===== src/rtl/uart_word_frame_buffer.sv =====
// uart_word_frame_buffer: receives a frame of bytes over a UART line, packs them
// little-endian into WORD_BYTES-wide words in a single-port RAM, hands the RAM to
// an external datapath (ready=1), and on start streams a separately sized frame
// back out over the UART, LSB byte first, ascending word address.
//
// Optional feature macro: RX_TIMEOUT_EN
//   Defined   -> idle counter in RX; a stalled partial frame is discarded after
//                TIMEOUT_CYCLES idle clocks and rx_timeout pulses for one cycle.
//   Undefined -> no counter, rx_timeout tied to 0, RX waits indefinitely.
//
// Ports (top):
//   clk, reset           clock, synchronous active-high reset
//   UART_TX / UART_RX    serial transmit / receive lines
//   rx_len / tx_len      frame lengths in words (0 or >DEPTH means DEPTH)
//   addr, writeEnable,
//   dataIn, dataOut      external RAM port, honoured only while ready=1;
//                        dataOut has one cycle of read latency
//   start                begin transmit (while ready=1)
//   ready                1 exactly in IDLE
//   rx_timeout           1-cycle pulse when a partial frame is discarded
//
// Also contains the uart core (8N1, CLKS_PER_BIT clocks per bit):
//   rx_line/tx_line serial pins, rx_data/rx_valid received byte strobe,
//   tx_ready idle flag, tx_data/tx_transmit one-cycle send request.

module uart #(
    parameter int unsigned CLKS_PER_BIT = 868
) (
    input  logic       clk,
    input  logic       reset,
    input  logic       rx_line,
    output logic       tx_line,
    output logic [7:0] rx_data,
    output logic       rx_valid,
    output logic       tx_ready,
    input  logic [7:0] tx_data,
    input  logic       tx_transmit
);
    localparam int unsigned CW = $clog2(CLKS_PER_BIT + 1);
    localparam logic [CW-1:0] BIT_END = CW'(CLKS_PER_BIT - 1);
    localparam logic [CW-1:0] BIT_MID = CW'(CLKS_PER_BIT / 2);

    typedef enum logic [1:0] {RxIdle, RxStart, RxData, RxStop} rx_state_e;
    typedef enum logic {TxIdle, TxBusy} tx_state_e;

    rx_state_e       rx_state_q, rx_state_d;
    logic [CW-1:0]   rx_cnt_q, rx_cnt_d;
    logic [2:0]      rx_bit_q, rx_bit_d;
    logic [7:0]      rx_shift_q, rx_shift_d;
    logic            rx_valid_d;
    logic [1:0]      rx_sync_q;
    logic            rx_in;

    tx_state_e       tx_state_q, tx_state_d;
    logic [CW-1:0]   tx_cnt_q, tx_cnt_d;
    logic [3:0]      tx_bit_q, tx_bit_d;
    logic [9:0]      tx_frame_q, tx_frame_d;

    assign rx_in = rx_sync_q[1];

    always_ff @(posedge clk) begin
        if (reset) begin
            rx_state_q <= RxIdle;
            rx_cnt_q   <= '0;
            rx_bit_q   <= '0;
            rx_shift_q <= '0;
            rx_sync_q  <= 2'b11;
            rx_valid   <= 1'b0;
            rx_data    <= '0;
            tx_state_q <= TxIdle;
            tx_cnt_q   <= '0;
            tx_bit_q   <= '0;
            tx_frame_q <= '1;
        end else begin
            rx_state_q <= rx_state_d;
            rx_cnt_q   <= rx_cnt_d;
            rx_bit_q   <= rx_bit_d;
            rx_shift_q <= rx_shift_d;
            rx_sync_q  <= {rx_sync_q[0], rx_line};
            rx_valid   <= rx_valid_d;
            if (rx_valid_d) begin
                rx_data <= rx_shift_q;
            end
            tx_state_q <= tx_state_d;
            tx_cnt_q   <= tx_cnt_d;
            tx_bit_q   <= tx_bit_d;
            tx_frame_q <= tx_frame_d;
        end
    end

    // Receiver: confirm the start bit at mid-bit, then sample every full bit period.
    always_comb begin
        rx_state_d = rx_state_q;
        rx_cnt_d   = rx_cnt_q;
        rx_bit_d   = rx_bit_q;
        rx_shift_d = rx_shift_q;
        rx_valid_d = 1'b0;
        case (rx_state_q)
            RxIdle: begin
                if (!rx_in) begin
                    rx_state_d = RxStart;
                    rx_cnt_d   = '0;
                end
            end
            RxStart: begin
                if (rx_cnt_q == BIT_MID) begin
                    rx_cnt_d   = '0;
                    rx_bit_d   = '0;
                    rx_state_d = rx_in ? RxIdle : RxData;
                end else begin
                    rx_cnt_d = rx_cnt_q + 1'b1;
                end
            end
            RxData: begin
                if (rx_cnt_q == BIT_END) begin
                    rx_cnt_d   = '0;
                    rx_shift_d = {rx_in, rx_shift_q[7:1]};
                    rx_bit_d   = rx_bit_q + 1'b1;
                    if (rx_bit_q == 3'd7) begin
                        rx_state_d = RxStop;
                    end
                end else begin
                    rx_cnt_d = rx_cnt_q + 1'b1;
                end
            end
            RxStop: begin
                if (rx_cnt_q == BIT_END) begin
                    rx_cnt_d   = '0;
                    rx_state_d = RxIdle;
                    rx_valid_d = rx_in;  // framing error drops the byte
                end else begin
                    rx_cnt_d = rx_cnt_q + 1'b1;
                end
            end
            default: rx_state_d = RxIdle;
        endcase
    end

    // Transmitter: 10-bit frame {stop, data, start} shifted out LSB first.
    always_comb begin
        tx_state_d = tx_state_q;
        tx_cnt_d   = tx_cnt_q;
        tx_bit_d   = tx_bit_q;
        tx_frame_d = tx_frame_q;
        case (tx_state_q)
            TxIdle: begin
                if (tx_transmit) begin
                    tx_frame_d = {1'b1, tx_data, 1'b0};
                    tx_cnt_d   = '0;
                    tx_bit_d   = '0;
                    tx_state_d = TxBusy;
                end
            end
            TxBusy: begin
                if (tx_cnt_q == BIT_END) begin
                    tx_cnt_d   = '0;
                    tx_frame_d = {1'b1, tx_frame_q[9:1]};
                    if (tx_bit_q == 4'd9) begin
                        tx_state_d = TxIdle;
                    end else begin
                        tx_bit_d = tx_bit_q + 1'b1;
                    end
                end else begin
                    tx_cnt_d = tx_cnt_q + 1'b1;
                end
            end
            default: tx_state_d = TxIdle;
        endcase
    end

    assign tx_line  = (tx_state_q == TxBusy) ? tx_frame_q[0] : 1'b1;
    assign tx_ready = (tx_state_q == TxIdle);
endmodule

module uart_word_frame_buffer #(
    parameter int unsigned DEPTH          = 64,
    parameter int unsigned ADDR_BITS      = 6,
    parameter int unsigned WORD_BYTES     = 2,
    parameter int unsigned TIMEOUT_CYCLES = 1000000,
    parameter int unsigned CLKS_PER_BIT   = 868
) (
    input  logic                      clk,
    input  logic                      reset,
    output logic                      UART_TX,
    input  logic                      UART_RX,
    input  logic [ADDR_BITS:0]        rx_len,
    input  logic [ADDR_BITS:0]        tx_len,
    input  logic [ADDR_BITS-1:0]      addr,
    input  logic                      writeEnable,
    input  logic [8*WORD_BYTES-1:0]   dataIn,
    output logic [8*WORD_BYTES-1:0]   dataOut,
    input  logic                      start,
    output logic                      ready,
    output logic                      rx_timeout
);
    localparam int unsigned W        = 8 * WORD_BYTES;
    localparam int unsigned CNT_BITS = $clog2(WORD_BYTES) + 1;
    localparam logic [ADDR_BITS:0]  DEPTH_LEN = (ADDR_BITS + 1)'(DEPTH);
    localparam logic [ADDR_BITS:0]  LEN_ONE   = (ADDR_BITS + 1)'(1);
    localparam logic [CNT_BITS-1:0] CNT_LAST  = CNT_BITS'(WORD_BYTES - 1);

    typedef enum logic [2:0] {
        StPrepRx, StRx, StIdle, StPrepTx, StTxLoad, StTxLatch, StTxWait, StTxSend
    } state_e;

    state_e                state_q, state_d;
    logic [ADDR_BITS-1:0]  addr_q, addr_d;
    logic [ADDR_BITS:0]    len_q, len_d;
    logic [CNT_BITS-1:0]   cnt_q, cnt_d;
    logic [W-1:0]          asm_q, asm_d, asm_next;
    logic [W-1:0]          shift_q, shift_d;
    logic                  word_we;
    logic                  last_word;

    logic [7:0]            rx_data;
    logic                  rx_valid;
    logic                  tx_ready;
    logic [7:0]            tx_data;
    logic                  tx_transmit;

    logic [W-1:0]          mem [DEPTH];
    logic [ADDR_BITS-1:0]  ram_addr;
    logic                  ram_we;
    logic [W-1:0]          ram_wdata;

    uart #(
        .CLKS_PER_BIT(CLKS_PER_BIT)
    ) u_uart (
        .clk        (clk),
        .reset      (reset),
        .rx_line    (UART_RX),
        .tx_line    (UART_TX),
        .rx_data    (rx_data),
        .rx_valid   (rx_valid),
        .tx_ready   (tx_ready),
        .tx_data    (tx_data),
        .tx_transmit(tx_transmit)
    );

    function automatic logic [ADDR_BITS:0] clamp_len(input logic [ADDR_BITS:0] l);
        if (l == '0 || l > DEPTH_LEN) begin
            return DEPTH_LEN;
        end
        return l;
    endfunction

    // New byte enters at the top so the first byte of a word ends up in [7:0].
    assign asm_next  = (asm_q >> 8) | (W'(rx_data) << (W - 8));
    assign last_word = ({1'b0, addr_q} == (len_q - LEN_ONE));
    assign ready     = (state_q == StIdle);

    // External side owns the RAM only in IDLE.
    always_comb begin
        if (state_q == StIdle) begin
            ram_addr  = addr;
            ram_we    = writeEnable;
            ram_wdata = dataIn;
        end else begin
            ram_addr  = addr_q;
            ram_we    = word_we;
            ram_wdata = asm_next;
        end
    end

    always_ff @(posedge clk) begin
        if (ram_we) begin
            mem[ram_addr] <= ram_wdata;
        end
        dataOut <= mem[ram_addr];
    end

`ifdef RX_TIMEOUT_EN
    localparam int unsigned TO_BITS = $clog2(TIMEOUT_CYCLES + 1);
    localparam logic [TO_BITS-1:0] TO_LAST = TO_BITS'(TIMEOUT_CYCLES - 1);

    logic [TO_BITS-1:0] idle_cnt_q;
    logic               rx_started_q;
    logic               rx_timeout_q;
    logic               timeout_hit;

    // Counter only runs once the current frame has received its first byte.
    always_ff @(posedge clk) begin
        if (reset) begin
            idle_cnt_q   <= '0;
            rx_started_q <= 1'b0;
            rx_timeout_q <= 1'b0;
        end else begin
            rx_timeout_q <= timeout_hit;
            if (state_q != StRx) begin
                idle_cnt_q   <= '0;
                rx_started_q <= 1'b0;
            end else if (rx_valid) begin
                idle_cnt_q   <= '0;
                rx_started_q <= 1'b1;
            end else if (rx_started_q) begin
                idle_cnt_q <= idle_cnt_q + 1'b1;
            end
        end
    end

    assign rx_timeout = rx_timeout_q;
`else
    assign rx_timeout = 1'b0;
`endif

    always_ff @(posedge clk) begin
        if (reset) begin
            state_q <= StPrepRx;
            addr_q  <= '0;
            len_q   <= DEPTH_LEN;
            cnt_q   <= '0;
            asm_q   <= '0;
            shift_q <= '0;
        end else begin
            state_q <= state_d;
            addr_q  <= addr_d;
            len_q   <= len_d;
            cnt_q   <= cnt_d;
            asm_q   <= asm_d;
            shift_q <= shift_d;
        end
    end

    always_comb begin
        state_d     = state_q;
        addr_d      = addr_q;
        len_d       = len_q;
        cnt_d       = cnt_q;
        asm_d       = asm_q;
        shift_d     = shift_q;
        word_we     = 1'b0;
        tx_transmit = 1'b0;
        tx_data     = shift_q[7:0];
`ifdef RX_TIMEOUT_EN
        timeout_hit = 1'b0;
`endif
        case (state_q)
            StPrepRx: begin
                len_d   = clamp_len(rx_len);
                addr_d  = '0;
                cnt_d   = '0;
                asm_d   = '0;
                state_d = StRx;
            end
            StRx: begin
                if (rx_valid) begin
                    asm_d = asm_next;
                    if (cnt_q == CNT_LAST) begin
                        word_we = 1'b1;
                        cnt_d   = '0;
                        addr_d  = addr_q + 1'b1;
                        if (last_word) begin
                            state_d = StIdle;
                        end
                    end else begin
                        cnt_d = cnt_q + 1'b1;
                    end
                end
`ifdef RX_TIMEOUT_EN
                // PREP_RX resets address and byte count, dropping the partial frame.
                else if (rx_started_q && idle_cnt_q == TO_LAST) begin
                    timeout_hit = 1'b1;
                    state_d     = StPrepRx;
                end
`endif
            end
            StIdle: begin
                if (start) begin
                    state_d = StPrepTx;
                end
            end
            StPrepTx: begin
                len_d   = clamp_len(tx_len);
                addr_d  = '0;
                state_d = StTxLoad;
            end
            StTxLoad: begin
                state_d = StTxLatch;
            end
            StTxLatch: begin
                shift_d = dataOut;
                cnt_d   = '0;
                state_d = StTxWait;
            end
            StTxWait: begin
                if (tx_ready) begin
                    state_d = StTxSend;
                end
            end
            StTxSend: begin
                tx_transmit = 1'b1;
                shift_d     = shift_q >> 8;
                cnt_d       = cnt_q + 1'b1;
                if (cnt_q != CNT_LAST) begin
                    state_d = StTxWait;
                end else if (last_word) begin
                    state_d = StPrepRx;
                end else begin
                    addr_d  = addr_q + 1'b1;
                    state_d = StTxLoad;
                end
            end
            default: state_d = StPrepRx;
        endcase
    end
endmodule


===== config.mk =====
export PLATFORM = sky130hd
export DESIGN_NAME = uart_word_frame_buffer
export DESIGN_NICKNAME = d
export VERILOG_FILES = /design/src/rtl/uart_word_frame_buffer.sv
export SDC_FILE = /design/constraint.sdc
export NUM_CORES = 1
export LEC_CHECK = 0
export ABC_AREA = 1
export CAP_MARGIN = 20
export CORE_MARGIN = 10
export CORE_UTILIZATION = 45
export CTS_BUF_LIST = sky130_fd_sc_hd__clkbuf_8
export DETAILED_ROUTE_END_ITERATION = 10
export SETUP_SLACK_MARGIN = 0.05
export SKIP_LAST_GASP = 1
export SLEW_MARGIN = 20
export SYNTH_ARGS = -nofsm -noshare
export SYNTH_HDL_FRONTEND = slang
export SYNTH_SLANG_ARGS = --single-unit

===== constraint.sdc =====
create_clock -name clk -period 10.4 [get_ports clk]
set_input_delay 1.56 -clock clk [delete_from_list [all_inputs] [get_ports clk]]
set_output_delay 1.56 -clock clk [all_outputs]
set_load 0.02 [all_outputs]

==> impl_metrics.env, run 1 <==
export IMPL_status="complete, no violations"
export IMPL_synth_top_area_cell="edfxtp_1"
export IMPL_num_rows=121
export IMPL_io_pin_count=60
export IMPL_drc=0
export IMPL_viasPerCell=5.35
export IMPL_grt_antenna_before_repair=7
export IMPL_holdBufCountCts=0
export IMPL_worstSetupPathType="flop to flop"
export IMPL_antenna_left=0
export IMPL_die_h_um=351
export IMPL_setup_viol=0
export IMPL_dp_slack_ns=4.42
export IMPL_final_setup_worst_slack_ns=5.02
export IMPL_nFillCells=9957
export IMPL_syn_nets=5123
export IMPL_syn_to_final_growth_pct=11.7
export IMPL_critPathArrivalTime_ns=6.17
export IMPL_start_util_pct=45.3
export IMPL_tns_ns=0
export IMPL_portBuffers=58
export IMPL_fin_skew_ns=0.0348
export IMPL_clk_latency_ns=0.86
export IMPL_gr_usage_all_layers_pct=23.0
export IMPL_power_density_cell_area_nw_per_um2=207
export IMPL_grt_pass1_vias=33600
export IMPL_synth_avg_cell_area_um2=9.73
export IMPL_finalCritPeriodShare_pct=51.8
export IMPL_cpPeakStageDelay_ns=0.87
export IMPL_rsz0062_at_grt="no"
export IMPL_synth_seq_cells=1140
export IMPL_vias=36000
export IMPL_path_common_cell="nand2_1"
export IMPL_cts_reportedPaths_clkPinSlew_ns=0.06
export IMPL_gp_congestion=0.840
export IMPL_cpMaxStageDelayCell="buf_4"
export IMPL_cts_sinks=1140
export IMPL_critical_path_top_delay_family="buffers and inverters"
export IMPL_wl_mm=144
export IMPL_yosys_cell_types_count=45
export IMPL_ys_top_cells_by_count="2655 x nand2_1, 1024 x edfxtp_1, 494 x nand3_1"
export IMPL_synthTopCellsByArea="edfxtp_1 62%, nand2_1 20%, nand3_1 5.0%"
export IMPL_crit_path_start_kind="flop"
export IMPL_required_ns=11.19
export IMPL_core_area_um2=109000
export IMPL_synth_area_um2=49400
export IMPL_cts_root_buffer="clkbuf_8"
export IMPL_crit_chain="inv_2 -> nand3_4 -> nand2_4 -> buf_4 -> buf_12 -> buf_4 -> nand3_1 -> nand2_1 -> nand2_1 -> nand2_1 -> nand2_1 -> nand2_1 -> nand2_1 -> nand2_1 -> nor2_1 -> nand2_1"
export IMPL_hold_violations=0
export IMPL_wl_per_cell_um=21.4
export IMPL_critPathCaptureType="flop"
export IMPL_clock_fmax_ghz=0.186
export IMPL_cp_num_buf_inv=4
export IMPL_drv_cap=0
export IMPL_hold_class="flop to flop"
export IMPL_seq_area_um2=33100
export IMPL_fin_nets=5204
export IMPL_multi_input_area_um2=14900
export IMPL_drt_iter0_markers=3314
export IMPL_cts_made_buffers=189
export IMPL_die_w_um=351
export IMPL_grt_pass1_wl_mm=215
export IMPL_ctsResizeCount=0
export IMPL_dieArea_um2=123000
export IMPL_async_reset_ff_share_pct=0
export IMPL_ys_seq_area_share_pct=67.0
export IMPL_worstPathMaxFanout=161
export IMPL_worst_pin_slew_ns=1.10
export IMPL_dpl_hpwl_mm=76.6
export IMPL_yosysWarningCount=0
export IMPL_crit_start="state_q[2]"
export IMPL_ys_flop_type="edfxtp_1"
export IMPL_p_leak_nw=22.9
export IMPL_grt_overflow_total=0
export IMPL_grt_max_degree=189
export IMPL_cts_setup_buffers=0
export IMPL_synth_edff_count=1024
export IMPL_relSlewSlack_pct=26.6
export IMPL_layout_drive_gt1_share_pct=7.67
export IMPL_clock_path_buffers=3
export IMPL_min_delay_start="u_uart.rx_sync_q[0]"
export IMPL_vdd_ir_drop_max_v=0.000182
export IMPL_syn_inst=5071
export IMPL_r2r_start="state_q[2]"
export IMPL_dr_pass1_iters=6
export IMPL_htreeDepth=4
export IMPL_fin_crit_ns=5.38
export IMPL_yosysMostFrequentCell="nand2_1"
export IMPL_synth_top_area_share_pct=62.3
export IMPL_slew_violations=0
export IMPL_cts_tree="built"
logic make-up (layout without fill, tap and decap cells):
logic type | Yosys count | after routing | share of synthesized area, %
simple gates | 3375 | 3375 | 27.4
flops | 1140 | 1140 | 67.0
buf+inv | 386 | 620 | 3.28
compound gates | 144 | 144 | 1.77
xor+xnor | 14 | 14 | 0.248
fa+ha+maj | 11 | 11 | 0.279
other cells | 1 | 3 | 0.00760
state kept, by name, summed over array words and instances, names as in the netlist, 4 cells and up, named ones only:
register,flops
u_uart.tx_cnt_q,10
dataOut,16
addr_q,6
u_uart.rx_cnt_q,10
len_q,7
u_uart.tx_frame_q,9
shift_q,16
u_uart.rx_shift_q,8
u_uart.tx_bit_q,4
asm_q,8
u_uart.rx_data,8
mem,1024
stage by stage:
step	util (%)	hold WS [ns]	power [mW]	cell area [µm²]	cells
final	50.7	0.413	11.4	55100	6721
after global routing	50.6	0.433	12.0	55100	6720
after global placement	47.4	0.410	7.83	51600	6374
after detailed placement	47.4	0.403	7.83	51600	6374
after CTS	50.6	0.420	11.5	55100	6718
after floorplan	-	0.389	6.86	49400	5071
metal layers:
metal | GRT usage, % | share of wire [%]
met5 | 0 | 0.0090
met4 | 9.38 | 3.9
met3 | 3.90 | 7.4
met2 | 36.1 | 46
met1 | 31.5 | 43
cell type report:
type,instances,area share [%]
well taps,1414,3.21
clock inverters,139,1.20
inverters,103,0.728
multi-input cells,3545,26.9
clock buffers,205,5.12
repair buffers,173,2.82
diodes,2,0.00908
flip-flops and latches,1140,60.0
power by group:
group / internal, mW / total [mW] / switching [mW] / leakage [nW]
Sequential: 5.07 / 5.19 / 0.117 / 10.4
Combinational: 0.662 / 2.56 / 1.90 / 10.5
Clock: 1.86 / 3.68 / 1.82 / 2.06
Total: 7.60 / 11.4 / 3.83 / 22.9
cells in the final DEF (no fill, tap or decap), types with 3 or more instances in the layout:
cell type and n:
inv_8 5, o21ai_4 13, nand2_4 3, buf_12 9
nor2_2 3, inv_2 9, clkinvlp_4 5, inv_1 163
clkdlybuf4s50_1 57, o21ai_0 35, clkbuf_8 205, ha_1 11
a211oi_1 12, nor4_4 3, xnor2_1 6, inv_4 3
nor3_1 9, xor2_1 8, nand2_1 2644, nand4_1 26
clkinv_1 37, a21oi_1 55, dfxtp_1 116, or2_2 4
nor2_1 162, buf_4 105, o211ai_1 6, o311ai_0 7
nand3_1 494, edfxtp_1 1024, nand2_2 8, clkinv_2 16
or2_1 3, a31oi_1 8, nand3b_1 3, nor3_4 6
path summary, 6_finish.rpt:
kind                         end  cells past startpoint  slack [ns]
min reg2reg  u_uart.rx_sync_q[1]                      1        0.41
max                  dataOut[14]                     16        5.02
min          u_uart.rx_sync_q[1]                      1        0.41
max reg2reg          dataOut[14]                     16        5.02
Note: power is estimated with default switching activity, not from simulation.
==> run 2: changes to the inputs <==
==> constraint.sdc (replaced) <==
create_clock -name clk -period 5.1 [get_ports clk]
set_input_delay 0.765 -clock clk [delete_from_list [all_inputs] [get_ports clk]]
set_output_delay 0.765 -clock clk [all_outputs]
set_load 0.02 [all_outputs]
==> run 2 against run 1 <==
- flip-flop and latch count is the same
- via count grew 0.59%
- sequential share of layout area shrank 0.099 points
- critical endpoint is now dataOut[1]
- largest cell class unchanged
- highest routed layer unchanged
==> impl_metrics.env, run 2 (synthesized netlist as in run 1, its figures left out) <==
export IMPL_die_h_um=351
export IMPL_cts_sinks=1140
export IMPL_fin_area_um2=55200
export IMPL_clock_fmax_ghz=0.247
export IMPL_grt_antenna_before_repair=6
export IMPL_dr_pass1_iters=6
export IMPL_min_delay_start="u_uart.rx_sync_q[0]"
export IMPL_slew_violations=0
export IMPL_io_pin_count=60
export IMPL_relSlewSlack_pct=22.0
export IMPL_mostFrequentLayoutCells="2644 x nand2_1, 1024 x edfxtp_1, 494 x nand3_1"
export IMPL_drv_cap=0
export IMPL_rr_endpoint="dataOut[1]"
export IMPL_required_ns=5.83
export IMPL_grt_pass1_vias=34200
export IMPL_critPathArrivalTime_ns=4.78
export IMPL_hold_violations=0
export IMPL_dp_slack_ns=1.10
export IMPL_start_util_pct=45.3
export IMPL_drt_iter0_markers=3718
export IMPL_gp_congestion=0.843
export IMPL_hold_class="flop to flop"
export IMPL_worstPathMaxFanout=116
export IMPL_fin_nets=5219
export IMPL_fin_crit_ns=4.05
export IMPL_p_leak_nw=23.0
export IMPL_top_register="mem"
export IMPL_drc=0
export IMPL_cts_reportedPaths_clkPinSlew_ns=0.06
export IMPL_power_density_cell_area_nw_per_um2=418
export IMPL_syn_to_final_growth_pct=11.9
export IMPL_cts_setup_buffers=0
export IMPL_viasPerCell=5.37
export IMPL_tns_ns=0
export IMPL_htreeDepth=4
export IMPL_critPathCaptureType="flop"
export IMPL_clock_path_buffers=3
export IMPL_gr_usage_all_layers_pct=23.2
export IMPL_finalCritPeriodShare_pct=79.4
export IMPL_grt_pass1_wl_mm=217
export IMPL_grt_overflow_total=0
export IMPL_core_area_um2=109000
export IMPL_status="complete, no violations"
export IMPL_grt_max_degree=169
export IMPL_r2r_cells=13
export IMPL_reg_top3="mem (1024), dataOut (16), shift_q (16)"
export IMPL_final_common_cell="nand2_1"
export IMPL_worstSetupPathType="flop to flop"
export IMPL_wl_per_cell_um=21.5
export IMPL_intPower_mw=15.3
export IMPL_vias=36200
export IMPL_crit_path_start_kind="flop"
export IMPL_vdd_ir_drop_max_v=0.000265
export IMPL_rsz0062_at_grt="no"
export IMPL_wl_mm=145
export IMPL_portBuffers=58
export IMPL_crit_start="state_q[2]"
export IMPL_clock_power_share_pct=31.4
export IMPL_hold_path_depth=1
export IMPL_power_switching_share_pct=33.8
export IMPL_layout_drive_gt1_share_pct=7.71
export IMPL_nFillCells=9843
export IMPL_cts_made_buffers=185
export IMPL_setup_viol=0
export IMPL_finalPower_mw=23.1
export IMPL_num_rows=121
export IMPL_hold_path_end="u_uart.rx_sync_q[1]"
export IMPL_cts_tree="built"
export IMPL_antenna_left=0
export IMPL_ctsResizeCount=0
export IMPL_sequentialPowerShare_pct=45.8
export IMPL_dieArea_um2=123000
export IMPL_dpl_hpwl_mm=80.8
export IMPL_place_area_um2=51900
export IMPL_r2r_start="state_q[2]"
export IMPL_holdBufCountCts=0
export IMPL_cts_root_buffer="clkbuf_8"
export IMPL_largest_reg_flops=1024
export IMPL_clk_latency_ns=0.89
export IMPL_place_inst=6394
export IMPL_final_setup_worst_slack_ns=1.05
export IMPL_power_frac_comb_pct=22.8
export IMPL_reg2reg_slack_ns=1.05
export IMPL_die_w_um=351
export IMPL_p_switching_mw=7.79
export IMPL_stdcell_count=6732
export IMPL_fin_skew_ns=0.0705
export IMPL_worst_pin_slew_ns=1.17
==> run 2: cell count changes in the layout (fill, tap and decap cells not counted), moves of 3 or more <==
cell / before / now
buf_4: 105 / 118
clkbuf_8: 205 / 195
buf_12: 9 / 16
clkinv_2: 16 / 10
clkinv_1: 37 / 40
inv_12: 0 / 3
inv_6: 1 / 4
nand2_2: 8 / 5
nand2_4: 3 / 6
==> run 2: final cells by class <==
cell class	instances	area, µm²	share of cell area [%]
antenna	3	7.51	0.0136
clock buffer	195	2680	4.86
clock inverter	140	651	1.18
inverter	103	402	0.727
multi-input combinational	3545	14900	26.9
sequential	1140	33100	59.9
tap	1414	1770	3.20
timing repair buffer	192	1780	3.23
==> run 2: critical path, cell delays in order, from the launching register on <==
cell and delay (ns):
dfxtp_1 0.50, inv_2 0.21, nand3_4 0.32, o21ai_4 0.68, inv_8 0.32, buf_12 0.32
nand2_1 0.23, nand2_1 0.07, nand2_1 0.05, nand2_1 0.19, nand2_1 0.12, nand2_1 0.06
nor2_1 0.38, nand2_1 0.10
==> run 2: worst max path at each step <==
stage                 endpoint  cells after the start
detailed placement  dataOut[1]                     12
global route        mem[50][6]                      9
global placement    dataOut[1]                     12
floorplan           mem[0][14]                      6
CTS                 mem[50][6]                      9
finish              dataOut[1]                     13
==> run 2: power groups by stage <==
stage	Clock (mW)	Combinational (mW)	Sequential (mW)
detailed placement	0	5.22	10.8
global route	7.80	5.81	10.5
global placement	0	5.21	10.8
floorplan	0	3.31	10.7
CTS	7.36	5.24	10.6
finish	7.25	5.25	10.6
==> run 2: through the flow <==
step                      hold slack [ns]  util (%)
after floorplan                     0.389         -
after global placement              0.406      47.6
after detailed placement            0.400      47.7
after CTS                           0.417      50.7
after global routing                0.447      50.7
final                               0.433      50.7
==> run 2: per-layer routing <==
layer	part of all wire, %	global-route usage, %
met4	3.4	8.72
met3	7.7	4.29
met1	42	31.7
met2	46	36.6
met5	0.019	0
